`config.mk`:
```
export PLATFORM = sky130hd
export DESIGN_NAME = ifu2exu_ibuf
export DESIGN_NICKNAME = d
export VERILOG_FILES = /design/src/rtl/ifu2exu_ibuf.sv
export SDC_FILE = /design/constraint.sdc
export NUM_CORES = 1
export LEC_CHECK = 0
export ABC_CLOCK_PERIOD_IN_PS = 1600
export CAP_MARGIN = 10
export CORE_UTILIZATION = 26
export CTS_CLUSTER_SIZE = 20
export DETAILED_ROUTE_END_ITERATION = 8
export DONT_BUFFER_PORTS = 1
export PLACE_DENSITY = 0.46
export SLEW_MARGIN = 0
export SYNTH_ARGS = -nofsm -noshare
export SYNTH_HDL_FRONTEND = slang
export SYNTH_SLANG_ARGS = --single-unit
```
`constraint.sdc`:
```
create_clock -name clk -period 1.6 [get_ports clk]
set_input_delay 0.08 -clock clk [delete_from_list [all_inputs] [get_ports clk]]
set_output_delay 0.08 -clock clk [all_outputs]
set_load 0.1 [all_outputs]
```
`src/rtl/ifu2exu_ibuf.sv`:
```
// ifu2exu_ibuf: instruction buffer (FIFO of {IR, PC}) decoupling fetch from execute.
// Ports:
//   clk, rst_n          - core clock, asynchronous active-low reset
//   ibuf_i_ifu_valid    - fetch presents IR/PC; ibuf_o_ifu_ready - buffer not full
//   ibuf_i_ir/ibuf_i_pc - fetched instruction word and its PC
//   ibuf_i_flush        - pipeline flush, empties the buffer at the edge
//   ibuf_o_exu_valid    - head valid toward EXU; ibuf_i_exu_ready - EXU accepts head
//   ibuf_o_ir/ibuf_o_pc - head entry (zero when empty); ibuf_o_rv32 - head is 32-bit
//   ibuf_o_empty/full/count - occupancy status
module ifu2exu_ibuf #(
    parameter int PC_SIZE = 32,
    parameter int XLEN    = 32,
    parameter int DEPTH   = 2,
    parameter int PTR_W   = 1,
    parameter int CNT_W   = 2
) (
    input  logic               clk,
    input  logic               rst_n,
    input  logic               ibuf_i_ifu_valid,
    output logic               ibuf_o_ifu_ready,
    input  logic [XLEN-1:0]    ibuf_i_ir,
    input  logic [PC_SIZE-1:0] ibuf_i_pc,
    input  logic               ibuf_i_flush,
    output logic               ibuf_o_exu_valid,
    input  logic               ibuf_i_exu_ready,
    output logic [XLEN-1:0]    ibuf_o_ir,
    output logic [PC_SIZE-1:0] ibuf_o_pc,
    output logic               ibuf_o_rv32,
    output logic               ibuf_o_empty,
    output logic               ibuf_o_full,
    output logic [CNT_W-1:0]   ibuf_o_count
);
    logic [XLEN-1:0]    r_ir [DEPTH];
    logic [PC_SIZE-1:0] r_pc [DEPTH];
    logic [PTR_W-1:0]   r_wr_ptr, r_rd_ptr;
    logic [CNT_W-1:0]   r_count;
    logic               w_empty, w_full, w_push, w_pop;

    assign w_empty = r_count == '0;
    assign w_full  = r_count == CNT_W'(DEPTH);
    // ready depends only on registered occupancy, so a pop cannot make room in the same cycle
    assign ibuf_o_ifu_ready = ~w_full;
    assign w_push = ibuf_i_ifu_valid & ~w_full & ~ibuf_i_flush;
    // flush masks valid so EXU never takes a stale entry; this also blocks pop during flush
    assign ibuf_o_exu_valid = ~w_empty & ~ibuf_i_flush;
    assign w_pop = ibuf_o_exu_valid & ibuf_i_exu_ready;

    assign ibuf_o_ir    = w_empty ? '0 : r_ir[r_rd_ptr];
    assign ibuf_o_pc    = w_empty ? '0 : r_pc[r_rd_ptr];
    assign ibuf_o_rv32  = ~w_empty & (ibuf_o_ir[1:0] == 2'b11);
    assign ibuf_o_empty = w_empty;
    assign ibuf_o_full  = w_full;
    assign ibuf_o_count = r_count;

    always_ff @(posedge clk or negedge rst_n) begin
        if (!rst_n) begin
            for (int i = 0; i < DEPTH; i++) begin
                r_ir[i] <= '0;
                r_pc[i] <= '0;
            end
            r_wr_ptr <= '0;
            r_rd_ptr <= '0;
            r_count  <= '0;
        end else if (ibuf_i_flush) begin
            r_count  <= '0;
            r_rd_ptr <= r_wr_ptr;
        end else begin
            if (w_push) begin
                r_ir[r_wr_ptr] <= ibuf_i_ir;
                r_pc[r_wr_ptr] <= ibuf_i_pc;
                r_wr_ptr       <= r_wr_ptr + 1'b1;
            end
            if (w_pop)
                r_rd_ptr <= r_rd_ptr + 1'b1;
            if (w_push != w_pop)
                r_count <= w_push ? r_count + 1'b1 : r_count - 1'b1;
        end
    end
endmodule

```
==> metrics.log <==
INFO  metric status = complete, but fails checks
INFO  metric violations = hold timing, setup timing
INFO  metric grt_antenna_before_repair = 1
INFO  metric tritoncts = yes
INFO  metric post_drt_via_cell_ratio = 4.513
INFO  metric grt_setup_unrepaired = yes
INFO  metric placed_cells = 813
INFO  metric r2r-start = ibuf_o_count[1]
INFO  metric area_delta_synth_final = 83.74%
INFO  metric grt_pass1_vias = 4970
INFO  metric number_of_placed_i_o_pins = 140
INFO  metric wl_per_cell = 18.53 um
INFO  metric clock-skew-final = 0.008168 ns
INFO  metric maxSlewHeadroom = 78.21%
INFO  metric post_synth_num_cell_types = 25
INFO  metric tritoncts.num_buffers = 17
INFO  metric fp.dieArea = 23540 sq um
INFO  metric post-route-util = 48.53%
INFO  metric cap_violations = 0
INFO  metric remaining_drc_errors = 0
INFO  metric finalSetupViolCount = about 190
INFO  metric grt_remaining_overflow = 0
INFO  metric clock_latency = between 0.4 and 0.5 ns
INFO  metric layout-drive-gt1-share = 56.55%
INFO  metric post_synth_instance_area = 5962 sq um
INFO  metric arrival = 1.89 ns
INFO  metric synthesis.instances = approximately 440
INFO  metric fin_crit = 1.970 ns
INFO  metric die_height = around 150 um
INFO  metric floorplan.core_area = between 20000 and 25000 sq um
INFO  metric final_hold_fails = 132
INFO  metric multi_input_area = 3478 sq um
INFO  metric non_filler_cells_final = 935
INFO  metric p_leak = 4.857 nW
INFO  metric critical_path.startpoint = ibuf_o_count[1]
INFO  metric cts.sinks = 132
INFO  metric power-per-cell-area = roughly 2100 nW/um^2
INFO  metric gp_routability_congestion = 0.6866
INFO  metric hpwl_after_dpl = 10.40 mm
INFO  metric count_of_vias_placed_by_the_detailed_router = ~4.2k
INFO  metric totalWireLength = between 15 and 20 mm
INFO  metric cts_htree_levels = 4
INFO  metric worst_ep_required_time = roughly 1.5 ns
INFO  metric fin_hold_ws = -0.6362 ns
INFO  metric critical_path.startpoint_type = flip-flop
INFO  metric grt_pass1_wl = 28.33 mm
INFO  metric ys_warn_count = 0
INFO  metric clockBufferDepth = 2
INFO  metric port_buffers = 0
INFO  metric synth_seq_area_share = 55.40%
INFO  metric fmax = 0.5076 GHz
INFO  metric setup.worst_path.class = flip-flop to output pin
INFO  metric pin_count_of_the_biggest_net_entering_global_routing = 133
INFO  metric final_antenna_net_count = 0
INFO  metric worst_slack = -0.3702 ns
INFO  metric min_period_over_period = 123.1%
INFO  metric placementRows = 55
INFO  metric irDropWorstVdd = 0.001171 V
INFO  metric cts_hold_buffers = 67
INFO  metric fillCellCount = 1954
INFO  metric drt-pass1-iter-count = 4
INFO  metric cts_root_buf = sky130_fd_sc_hd__clkbuf_16
INFO  metric tightestPinTransition = 0.3177 ns
INFO  metric synth.avg_cell_area = 13.49 sq um
INFO  metric floorplan.initialDensity = around a quarter
INFO  metric cts.clk_slew.worst_paths = 0.06 ns
INFO  metric critPathMaxFanout = 19
INFO  metric syn-num-nets = 511
INFO  metric seqCellArea = 3314 sq um
INFO  metric slew_viol_final = 0
INFO  metric synth.ff_latch_count = 132
INFO  metric dr.first_iter.drc_count = 106
INFO  metric cp-end-kind = output pin
INFO  metric track_usage = 15.61%
INFO  metric die_w = 153.4 um
INFO  metric design.final.nets = 708
INFO  metric hold_path_class = primary input to asynchronous set/reset pin
## cells in the final DEF (no fill, tap or decap), drive strengths merged
master	count
a21o	1
a21oi	4
buf	140
bufinv	4
clkbuf	24
clkinv	1
clkinvlp	1
dfrtp	132
diode	1
dlygate4sd3	67
inv	1
mux2	128
mux2i	65
nand2	1
nand2b	1
nand3	1
nand3b	2
nand4b	1
nor2	66
nor3b	1
nor4	1
o211ai	1
o21ai	2
or2	1
or3	1
xnor2	1
xor2	1
## path summary, 6_finish.rpt
check	to	slack [ns]	cells past startpoint
worst max-delay path	ibuf_o_ir[19]	-0.37	6
worst max register to register	r_pc[48]	-0.32	7
worst min-delay path	r_ir[57]	-0.64	0
min in group clk	r_wr_ptr	0.03	3
worst min register to register	r_pc[33]	0.51	1
max in group asynchronous	r_pc[30]	2.06	0
## report_power, final
group / internal [mW] / switching, mW
Sequential: 5.04 / 0.982
Combinational: 6.15 / 6.55
Clock: 2.67 / 1.41
Total: 13.8 / 8.94
## sequential cells by signal (all words and copies together) (netlist names)
| signal | cells |
|---|---|
| r_ir | 64 |
| r_wr_ptr | 1 |
| ibuf_o_count | 2 |
| r_pc | 64 |
| r_rd_ptr | 1 |
## repair_timing
item	4_1_cts	5_1_grt
buffers inserted	24	4
endpoints found under the hold margin	264	132
pin swaps	6	4
endpoints found under the setup margin	192	197
gates resized for setup	113	19
gates cloned	10	0
## stage by stage
step	power, mW	hold WS [ns]	TNS, ns	area [sq um]	worst slack (ns)
2_1_floorplan	13.99	-0.2156	-118.97	6808	-1.392
3_3_place_gp	17.09	-0.2097	-15.53	8797	-0.1626
3_5_place_dp	17.32	-0.2111	-17.58	8797	-0.2222
4_1_cts	22.99	-0.6577	-55.89	11020	-0.3878
5_1_grt	23.82	-0.6656	-58.22	10950	-0.4390
6_report	22.79	-0.6362	-46.99	10950	-0.3702
## cell families after synthesis
kind of cell | Yosys count | synth area share [%]
AO/OA/AOI/OAI | 8 | 0.7556
XOR/XNOR | 2 | 0.2939
buffers and inverters | 31 | 2.917
flip-flops | 132 | 55.40
multiplexers | 193 | 35.09
AND/OR/NAND/NOR | 76 | 5.540
## worst max-delay path, stage by stage, from the launching register on
cell and delay, ns:
sky130_fd_sc_hd__dfrtp_4 0.51, sky130_fd_sc_hd__buf_12 0.18, sky130_fd_sc_hd__nor2_4 0.12, sky130_fd_sc_hd__buf_4 0.16, sky130_fd_sc_hd__buf_16 0.22, sky130_fd_sc_hd__nor2_4 0.06, sky130_fd_sc_hd__buf_12 0.17
## layout make-up
class / count / share of cell area, %
Clock buffer: 24 / 4.306
Timing Repair Buffer: 207 / 29.16
Antenna cell: 1 / 0.02284
Inverter: 2 / 0.1028
Sequential cell: 132 / 30.26
Tap cell: 285 / 3.255
Multi-Input combinational cell: 279 / 31.75
Clock inverter: 5 / 1.142
## cell usage after synthesis
cell type	count	area, sq um
sky130_fd_sc_hd__a21o_1	1	7.510
sky130_fd_sc_hd__a21oi_1	4	20.02
sky130_fd_sc_hd__buf_1	3	11.26
sky130_fd_sc_hd__buf_2	10	50.05
sky130_fd_sc_hd__buf_6	6	67.56
sky130_fd_sc_hd__clkbuf_1	10	37.54
sky130_fd_sc_hd__dfrtp_1	132	3303
sky130_fd_sc_hd__inv_1	2	7.510
sky130_fd_sc_hd__mux2_1	5	56.30
sky130_fd_sc_hd__mux2_2	123	1385
sky130_fd_sc_hd__mux2i_1	65	650.6
sky130_fd_sc_hd__nand2_1	1	3.750
sky130_fd_sc_hd__nand2b_2	1	8.760
sky130_fd_sc_hd__nand3_1	1	5.000
sky130_fd_sc_hd__nand3b_1	2	15.01
sky130_fd_sc_hd__nand4b_1	1	8.760
sky130_fd_sc_hd__nor2_1	66	247.7
sky130_fd_sc_hd__nor3b_1	1	7.510
sky130_fd_sc_hd__nor4_4	1	21.27
sky130_fd_sc_hd__o211ai_1	1	7.510
sky130_fd_sc_hd__o21ai_0	2	10.01
sky130_fd_sc_hd__or2_2	1	6.260
sky130_fd_sc_hd__or3_1	1	6.260
sky130_fd_sc_hd__xnor2_1	1	8.760
sky130_fd_sc_hd__xor2_1	1	8.760
## routing by layer
metal | global-route usage (%) | share of wire (%) | vias to the layer above
met2 | 25.38 | 49 | 100
li1 | - | - | 1933
met3 | 4.253 | 4.7 | 13
met4 | 5.048 | 1.2 | 0
met1 | 20.07 | 45 | 2174
met5 | 0 | 0 | -
Note: power is estimated with default switching activity, not from simulation.
